File: src/rtl/ad7643_serial_reader_pkg.sv
`default_nettype none
// +----------------------------------------------------------------------+
// | adc_pkg                                                              |
// | Shared AD7643 readout constants and FSM state encoding.              |
// | Rev 1.0                                                              |
// +----------------------------------------------------------------------+
package adc_pkg;

  localparam int AD7643_NBITS        = 18;
  localparam int AD7643_DIV          = 2;
  localparam int AD7643_CNV_LOW      = 3;
  localparam int AD7643_BUSY_TIMEOUT = 255;

  typedef logic [2:0] state_t;

  localparam state_t IDLE    = 3'd0;
  localparam state_t CNV     = 3'd1;
  localparam state_t WAIT_HI = 3'd2;
  localparam state_t WAIT_LO = 3'd3;
  localparam state_t SHIFT   = 3'd4;
  localparam state_t DONE    = 3'd5;
  localparam state_t ERR     = 3'd6;

endpackage
`default_nettype wire

File: src/rtl/ad7643_serial_reader_if.sv
`default_nettype none
// +----------------------------------------------------------------------+
// | ad7643_serial_reader_if                                              |
// | Control, ADC pin and result signals of one AD7643 readout channel.   |
// | Rev 1.0                                                              |
// +----------------------------------------------------------------------+
interface ad7643_serial_reader_if #(
  parameter int NBITS = adc_pkg::AD7643_NBITS
);
  logic             start;
  logic             cont;
  logic             adcs;
  logic             adcnvst;
  logic             adsclk;
  logic             adbusy;
  logic             adsdout;
  logic [NBITS-1:0] data;
  logic             dvalid;
  logic             timeout;
  logic             active;

  modport master (
    input  start, cont, adbusy, adsdout,
    output adcs, adcnvst, adsclk, data, dvalid, timeout, active
  );

  modport slave (
    output start, cont, adbusy, adsdout,
    input  adcs, adcnvst, adsclk, data, dvalid, timeout, active
  );
endinterface
`default_nettype wire

File: src/rtl/ad7643_serial_reader_sync2.sv
`default_nettype none
// +----------------------------------------------------------------------+
// | sync2                                                                |
// | Generic two-flop synchroniser, asynchronous active-low reset.        |
// | Rev 1.0                                                              |
// +----------------------------------------------------------------------+
module sync2 #(
  parameter int WIDTH = 1
) (
  input  logic             clk,
  input  logic             rst_n,
  input  logic [WIDTH-1:0] d,
  output logic [WIDTH-1:0] q
);
  logic [WIDTH-1:0] r_meta;
  logic [WIDTH-1:0] r_sync;

  always_ff @(posedge clk or negedge rst_n) begin
    if (!rst_n) begin
      r_meta <= '0;
      r_sync <= '0;
    end else begin
      r_meta <= d;
      r_sync <= r_meta;
    end
  end

  assign q = r_sync;
endmodule
`default_nettype wire

File: src/rtl/ad7643_serial_reader.sv
`default_nettype none
// +----------------------------------------------------------------------+
// | ad7643_serial_reader                                                 |
// | CNVST/BUSY/SCLK sequencer and MSB-first shift-in for one AD7643.     |
// | Rev 1.0                                                              |
// +----------------------------------------------------------------------+
module ad7643_serial_reader
  import adc_pkg::*;
#(
  parameter int NBITS        = AD7643_NBITS,
  parameter int DIV          = AD7643_DIV,
  parameter int CNV_LOW      = AD7643_CNV_LOW,
  parameter int BUSY_TIMEOUT = AD7643_BUSY_TIMEOUT
) (
  input  logic                   clk,
  input  logic                   rst_n,
  ad7643_serial_reader_if.master bus
);
  localparam int c_CW = 16;
  localparam int c_IW = (NBITS > 1) ? $clog2(NBITS) : 1;

  localparam logic [c_CW-1:0] c_CNT_ONE  = c_CW'(1);
  localparam logic [c_CW-1:0] c_CNV_LOAD = c_CW'(CNV_LOW - 1);
  localparam logic [c_CW-1:0] c_TMO_LOAD = c_CW'(BUSY_TIMEOUT);
  localparam logic [c_CW-1:0] c_PH_LOAD  = c_CW'(DIV - 1);
  localparam logic [c_IW-1:0] c_IDX_TOP  = c_IW'(NBITS - 1);
  localparam logic [c_IW-1:0] c_IDX_ONE  = c_IW'(1);

  state_t            r_state;
  logic [c_CW-1:0]   r_cnt;
  logic [c_IW-1:0]   r_idx;
  logic [NBITS-1:0]  r_sr;
  logic [NBITS-1:0]  r_data;
  logic              r_dvalid;
  logic              r_timeout;
  logic              r_cs;
  logic              r_cnvst;
  logic              r_sclk;
  logic              w_busy_s;
  logic              w_cnt_zero;

  sync2 #(.WIDTH(1)) u_busy_sync (
    .clk   (clk),
    .rst_n (rst_n),
    .d     (bus.adbusy),
    .q     (w_busy_s)
  );

  assign w_cnt_zero = (r_cnt == '0);

  always_ff @(posedge clk or negedge rst_n) begin
    if (!rst_n) begin
      r_state   <= IDLE;
      r_cnt     <= '0;
      r_idx     <= '0;
      r_sr      <= '0;
      r_data    <= '0;
      r_dvalid  <= 1'b0;
      r_timeout <= 1'b0;
      r_cs      <= 1'b1;
      r_cnvst   <= 1'b1;
      r_sclk    <= 1'b0;
    end else begin
      r_dvalid <= 1'b0;
      case (r_state)
        IDLE: begin
          if (bus.start) begin
            r_state   <= CNV;
            r_cs      <= 1'b0;
            r_cnvst   <= 1'b0;
            r_cnt     <= c_CNV_LOAD;
            r_timeout <= 1'b0;
          end
        end
        CNV: begin
          if (w_cnt_zero) begin
            r_cnvst <= 1'b1;
            r_cnt   <= c_TMO_LOAD;
            r_state <= WAIT_HI;
          end else begin
            r_cnt <= r_cnt - c_CNT_ONE;
          end
        end
        WAIT_HI: begin
          if (w_busy_s) begin
            r_cnt   <= c_TMO_LOAD;
            r_state <= WAIT_LO;
          end else if (w_cnt_zero) begin
            r_state <= ERR;
          end else begin
            r_cnt <= r_cnt - c_CNT_ONE;
          end
        end
        WAIT_LO: begin
          if (!w_busy_s) begin
            r_idx   <= c_IDX_TOP;
            r_cnt   <= c_PH_LOAD;
            r_state <= SHIFT;
          end else if (w_cnt_zero) begin
            r_state <= ERR;
          end else begin
            r_cnt <= r_cnt - c_CNT_ONE;
          end
        end
        SHIFT: begin
          // Data is stable here: the ADC only changes SDOUT after our falling edge.
          if (!w_cnt_zero) begin
            r_cnt <= r_cnt - c_CNT_ONE;
          end else if (!r_sclk) begin
            r_sclk      <= 1'b1;
            r_sr[r_idx] <= bus.adsdout;
            r_cnt       <= c_PH_LOAD;
          end else begin
            r_sclk <= 1'b0;
            r_cnt  <= c_PH_LOAD;
            if (r_idx == '0) begin
              r_cs    <= 1'b1;
              r_state <= DONE;
            end else begin
              r_idx <= r_idx - c_IDX_ONE;
            end
          end
        end
        DONE: begin
          r_data   <= r_sr;
          r_dvalid <= 1'b1;
          if (bus.cont) begin
            r_state <= CNV;
            r_cs    <= 1'b0;
            r_cnvst <= 1'b0;
            r_cnt   <= c_CNV_LOAD;
          end else begin
            r_cs    <= 1'b1;
            r_state <= IDLE;
          end
        end
        ERR: begin
          r_timeout <= 1'b1;
          r_cs      <= 1'b1;
          r_cnvst   <= 1'b1;
          r_sclk    <= 1'b0;
          r_state   <= IDLE;
        end
        default: begin
          r_cs    <= 1'b1;
          r_cnvst <= 1'b1;
          r_sclk  <= 1'b0;
          r_state <= IDLE;
        end
      endcase
    end
  end

  assign bus.adcs    = r_cs;
  assign bus.adcnvst = r_cnvst;
  assign bus.adsclk  = r_sclk;
  assign bus.data    = r_data;
  assign bus.dvalid  = r_dvalid;
  assign bus.timeout = r_timeout;
  assign bus.active  = (r_state != IDLE);
endmodule
`default_nettype wire

File: src/flat_wrapper.sv
// flat-port wrapper written by rule: the top's interface ports become plain ports
module ad7643_serial_reader_flat import adc_pkg::*;
#(
  parameter int NBITS        = AD7643_NBITS,
  parameter int DIV          = AD7643_DIV,
  parameter int CNV_LOW      = AD7643_CNV_LOW,
  parameter int BUSY_TIMEOUT = AD7643_BUSY_TIMEOUT
)
  (clk, rst_n, bus_start, bus_cont, bus_adbusy, bus_adsdout, bus_adcs, bus_adcnvst, bus_adsclk, bus_data, bus_dvalid, bus_timeout, bus_active);
  ad7643_serial_reader_if #(.NBITS(NBITS)) bus_i ();
  input  logic clk;
  input  logic rst_n;
  input wire logic [$bits(bus_i.start)-1:0] bus_start;
  input wire logic [$bits(bus_i.cont)-1:0] bus_cont;
  input wire logic [$bits(bus_i.adbusy)-1:0] bus_adbusy;
  input wire logic [$bits(bus_i.adsdout)-1:0] bus_adsdout;
  output wire logic [$bits(bus_i.adcs)-1:0] bus_adcs;
  output wire logic [$bits(bus_i.adcnvst)-1:0] bus_adcnvst;
  output wire logic [$bits(bus_i.adsclk)-1:0] bus_adsclk;
  output wire logic [$bits(bus_i.data)-1:0] bus_data;
  output wire logic [$bits(bus_i.dvalid)-1:0] bus_dvalid;
  output wire logic [$bits(bus_i.timeout)-1:0] bus_timeout;
  output wire logic [$bits(bus_i.active)-1:0] bus_active;
  assign bus_i.start = bus_start;
  assign bus_i.cont = bus_cont;
  assign bus_i.adbusy = bus_adbusy;
  assign bus_i.adsdout = bus_adsdout;
  assign bus_adcs = bus_i.adcs;
  assign bus_adcnvst = bus_i.adcnvst;
  assign bus_adsclk = bus_i.adsclk;
  assign bus_data = bus_i.data;
  assign bus_dvalid = bus_i.dvalid;
  assign bus_timeout = bus_i.timeout;
  assign bus_active = bus_i.active;
  ad7643_serial_reader #(.NBITS(NBITS), .DIV(DIV), .CNV_LOW(CNV_LOW), .BUSY_TIMEOUT(BUSY_TIMEOUT)) u_core (.clk(clk), .rst_n(rst_n), .bus(bus_i));
endmodule
File: config.mk
export PLATFORM = sky130hd
export DESIGN_NAME = ad7643_serial_reader_flat
export DESIGN_NICKNAME = d
export VERILOG_FILES = /design/src/rtl/ad7643_serial_reader_pkg.sv /design/src/rtl/ad7643_serial_reader_if.sv /design/src/rtl/ad7643_serial_reader_sync2.sv /design/src/rtl/ad7643_serial_reader.sv /design/src/flat_wrapper.sv
export SDC_FILE = /design/constraint.sdc
export NUM_CORES = 1
export LEC_CHECK = 0
export BUFFER_PORTS_ARGS = -buffer_cell sky130_fd_sc_hd__clkbuf_2
export CORE_MARGIN = 2
export CORE_UTILIZATION = 30
export DETAILED_ROUTE_END_ITERATION = 10
export PLACE_DENSITY = 0.52
export SETUP_SLACK_MARGIN = 0.2
export SYNTH_ARGS = -nofsm -noshare
export SYNTH_HDL_FRONTEND = slang
export SYNTH_HIERARCHICAL = 1
export SYNTH_SLANG_ARGS = --single-unit
File: constraint.sdc
create_clock -name clk -period 2.9 [get_ports clk]
set_clock_uncertainty 0.05 [all_clocks]
set_input_delay 0.58 -clock clk [delete_from_list [all_inputs] [get_ports clk]]
set_output_delay 0.58 -clock clk [all_outputs]
set_load 0.01 [all_outputs]
# == Word level (Yosys, flattened, before mapping) ==
# Index checks and enable logic that the tools add are counted.
# word_totals
inputBits,6
register_bits,67
wordCells,93
out_inout_bits,24
# classes
muxes,40
n_reduce_logical,19
n_bitwise,4
n_addsub,2
n_eq_ne,14
n_lt_le_gt_ge,2
# ops
operator,n
two-way mux 16 bit,7
case mux 16 bit (6 select lines),1
two-way mux 3 bit,8
two-way mux 5 bit,4
bitwise mux 18 bit,1
case mux 3 bit (6 select lines),1
zero test 16 bit,1
subtractor 16 x 1 -> 16 bit (second input constant),1
AND reduction 5 bit,3
two-way mux 1 bit,12
case mux 5 bit (2 select lines),1
== test 3 bit (second input constant),3
!= test 2 x 1 -> 1 bit (second input constant),4
!= test 2 bit (second input constant),4
case mux 1 bit (4 select lines),2
== test 3 x 2 -> 1 bit (second input constant),2
< comparator 5 x 6 -> 1 bit (second input constant),1
AND reduction 3 bit,2
nonzero test 6 bit,1
OR reduction 3 bit,2
demux 1 bit (select 5 bit),1
>= comparator 5 x 1 -> 1 bit (second input constant),1
zero test 5 bit,1
OR reduction 5 bit,1
other kinds (10),16

# == Longest topological paths before layout ==
# logic_depth
word_depth,5
ltp_mapped,11
depth_no_buf,11

# == By module ==
# The synthesis kept the hierarchy.
# by_module_without_submodules
module,seq_area_each_um2,area_each_um2,cells_per_inst,instances
ad7643_serial_reader,1629.1,3513.4,335,1
sync2,50.0,50.0,2,1

# == Worst setup path before layout ==
# No wires, ideal clock.
# synth_path
path_kind,register to register
start,register u_core.r_cnt[0]
end,register u_core.r_cnt[0]
path_slack_ps,730
required_time_ps,2722
n_path_buf,0
setup_time_ps,128
stages_incl_launch_ff,11
t_arrival_ps,1992
synth_period_minus_slack_ps,2170
path_cell_list,dfrtp_1 -> inv_1 -> ha_1 -> nor3b_2 -> and4_1 -> inv_2 -> ha_1 -> o21ai_0 -> a21oi_1 -> a21oi_1 -> o21ai_0
# synth_via
elab_chain_cells,4
elab_cells_between_ends,8
classes_between,add/sub (1); mux (6); reduce/logical (1)
# synth_rtl
item,line,text
from (decl),ad7643_serial_reader.sv:30,logic [c_CW-1:0] r_cnt;
from (signal assigned),ad7643_serial_reader.sv:71,r_cnt <= c_CNV_LOAD;
from (signal assigned),ad7643_serial_reader.sv:78,r_cnt <= c_TMO_LOAD;
from (signal assigned),ad7643_serial_reader.sv:81,r_cnt <= r_cnt - c_CNT_ONE;
subtractor 16 x 1 -> 16 bit or zero test 16 bit (tied branches),--,
two-way mux 16 bit,"ad7643_serial_reader.sv:88, ad7643_serial_reader.sv:99",
"two-way mux 16 bit, on equally long branches","ad7643_serial_reader.sv:95, ad7643_serial_reader.sv:85",
case mux 16 bit (6 select lines) *,ad7643_serial_reader.sv:65,case (r_state)
# Every way passes the cells marked *; elsewhere a longest branch is shown, timed or not.
# A chain may end at the register's enable or synchronous reset.

# == Worst setup path in the final report ==
# Same ends and word-level chain as after synthesis.

==> flow_metrics.tcl <==
set metrics [dict create \
    max_stage_delay_ns 0.43 \
    nFillCells 1149 \
    numCtsBuffers 9 \
    multi_input_area_sq_um 1780 \
    area_growth_pct 18.0 \
    reg2reg_depth 10 \
    crit_family "simple AND/OR/NAND/NOR gates" \
    die-area_sq_um 12800 \
    final_max_slew_viol_count 0 \
    die_w_um 113 \
    ant_nets 0 \
    hold_buffers 0 \
    viasPerCell 5.27 \
    r2r_slack_ns 0.50 \
    critPathKind "flop to flop" \
    postCtsSetupBuffers 0 \
    violations "DRC" \
    netlist_instances 337 \
    routedWlPerCell_um 16.0 \
    slowest_stage "dfrtp_1" \
    n_antenna_cell 0 \
    worstSkewPairLatency_ns 0.33 \
    path_cells "inv_1 -> ha_1 -> nor3b_4 -> and4_1 -> inv_2 -> ha_1 -> o21ai_0 -> a21oi_1 -> a21oi_1 -> o21ai_0" \
    drt_pass1_iterations 7 \
    grt.overflow.total 0 \
    synthesis.nets 350 \
    postRouteWirelength_mm 8.26 \
    seq_area_sq_um 1680 \
    grt_max_degree 44 \
    layout-drive-gt1-share 0.283 \
    synth.cell_area_sq_um 3560 \
    rows 39 \
    dpl.hpwl_mm 5.79 \
    antenna_found_initial 0 \
    clk_path_buf_depth 2 \
    switchingPower_mw 0.476 \
    ys.warnings.count 6 \
    worst_setup_path_end_kind "flop" \
    p_int_mw 1.62 \
    vias 2730 \
    synthFlopType "dfrtp_1" \
    drv_cap 0 \
    yosys.area.top_type "dfrtp_1" \
    die_h_um 113 \
    synth.most_common_cell "dfrtp_1" \
    hold_path.class "primary input to asynchronous set/reset pin" \
    io_pins 30 \
    reg2reg_to "u_core/r_cnt[0]" \
    path_max_fanout 8 \
    synthDistinctLibCells 61 \
    dpl.cell_count 502 \
    worst-path-buf-inv 2 \
    start_util 0.309 \
    grtUsageTotal 0.140 \
    cts_tree "done" \
    clk_pin_slew_worst_paths_ns 0.06 \
    rsz0062_at_grt "no" \
    grt_pass1_vias 2748 \
    synth_top_cells_by_area "dfrtp_1 46%, mux2_2 10%, nor4_1 4.4%" \
    core_area_sq_um 11500 \
    fmax_mhz 416 \
    critPathRequiredTime_ns 3.06 \
    startpoint_type "flop" \
    drc 1 \
    status "finished, violations left" \
    relSlewSlack 0.531 \
    final_cells 518 \
    cts_root_buffer "clkbuf_16" \
    min_period_over_period 0.828 \
    ir_drop_uv 290 \
    cts_resized 0 \
    avgSynthCellArea_sq_um 10.6 \
    ys_seq_area_frac 0.471 \
    async_reset_ff_frac 1.00 \
    synth_edf_count 0 \
    setup.worst_path.start "u_core/r_cnt[0]" \
    grt_pass1_wl_mm 14.2 \
    port_buffers 29 \
    yosysTopAreaCellShare 0.456 \
    place.gp.congestion 0.799 \
    leakage_nw 1.86 \
    reg2reg_from "u_core/r_cnt[0]" \
    htree_levels 3 \
    switching_share 0.227 \
    tightest_slew_ns 0.697 \
    clock-sinks 67 \
    pwr-share-seq 0.449 \
    hold_viol_final 0 \
    combPwrFrac 0.019 \
    yosys-top-cells-count "65 x dfrtp_1, 32 x mux2_2, 26 x nor2_1" \
    drt_iter0_markers 94 \
    period_needed_ns 2.40 \
    setup_violations 0 \
    nets 383 \
    tns_ns 0 \
    crit_arrival_ns 2.56 \
    synth.ff_latch_count 67 \
    clockPowerShare 0.533 \
    p_per_area_nw_per_um2 498 \
]
## cell families (layout without fill, tap and decap cells)
family,count (synthesis),after routing,synth area share
AO/OA/AOI/OAI,74,74,0.142
adder cells (fa/ha/maj),8,8,0.0274
XOR/XNOR,2,2,0.00492
buffers and inverters,25,63,0.0305
AND/OR/NAND/NOR,122,122,0.202
flip-flops,67,67,0.471
multiplexers,39,39,0.123
## layer usage
layer,vias to the layer above,track usage,routed length [um]
met5,-,0,0
met4,0,0.0537,73
met3,6,0.0257,235
met2,43,0.222,4010
met1,1344,0.191,3950
li1,1337,-,-
## cell type report
cell class	instances	share of cell area
multi-input cells	245	0.424
flip-flops and latches	67	0.399
repair buffers	40	0.0571
clock buffers	9	0.0535
well taps	143	0.0425
clock inverters	7	0.0178
inverters	7	0.00625
## flip-flops by register name (all words and copies together) (netlist names)
signal	cells
u_core/bus.dvalid	1
u_core/u_busy_sync/r_meta	1
u_core/bus.adsclk	1
u_core/u_busy_sync/q	1
u_core/r_sr	18
u_core/bus.adcs	1
u_core/bus.adcnvst	1
u_core/r_idx	5
u_core/r_cnt	16
u_core/r_state	3
u_core/bus.timeout	1
u_core/bus.data	18
## power by group through the flow
stage               sequential (mW)  combinational [mW]  clock, mW
floorplan                     0.956              0.0104          0
global placement              0.957              0.0412          0
detailed placement            0.957              0.0414          0
CTS                           0.939              0.0416       1.13
global route                  0.939              0.0469       1.18
finish                        0.940              0.0392       1.12
## worst max path at each step
stage	to	slack [ns]	depth (start not counted)
finish	u_core/r_cnt[0]	0.50	10
global route	u_core/r_cnt[0]	0.29	10
CTS	u_core/r_idx[1]	0.43	7
detailed placement	u_core/r_idx[1]	0.45	7
global placement	u_core/r_idx[1]	0.51	7
floorplan	u_core/r_cnt[0]	0.73	10
## metrics by stage
step           setup slack, ns  hold slack [ns]   util  area, sq um  total power [mW]
2_1_floorplan            0.730            0.234      -         3560             0.967
3_3_place_gp             0.514            0.287  0.339         3900             0.998
3_5_place_dp             0.447            0.295  0.339         3900             0.998
4_1_cts                  0.428            0.241  0.365         4200              2.11
5_1_grt                  0.285            0.281  0.365         4210              2.17
6_report                 0.498            0.221  0.365         4210              2.09
## layout by cell type (no fill, tap or decap), drive strengths merged, types with 2 or more instances in the layout
cell and instances:
a21o 4, a21oi 20, a22o 2, a31oi 2, a41oi 2, and4 2, buf 12, clkbuf 37
clkinvlp 3, dfrtp 65, dfstp 2, ha 7, inv 9, mux2 37, mux2i 2, nand2 18
nand2b 8, nand3 3, nand3b 2, nand4 4, nor2 26, nor2b 4, nor3 9, nor3b 4
nor4 27, o211a 2, o21a 4, o21ai 22, o2bb2ai 3, o31ai 4, or3 4, or4 6
xnor2 2
Power figures use the tool's default switching activity.
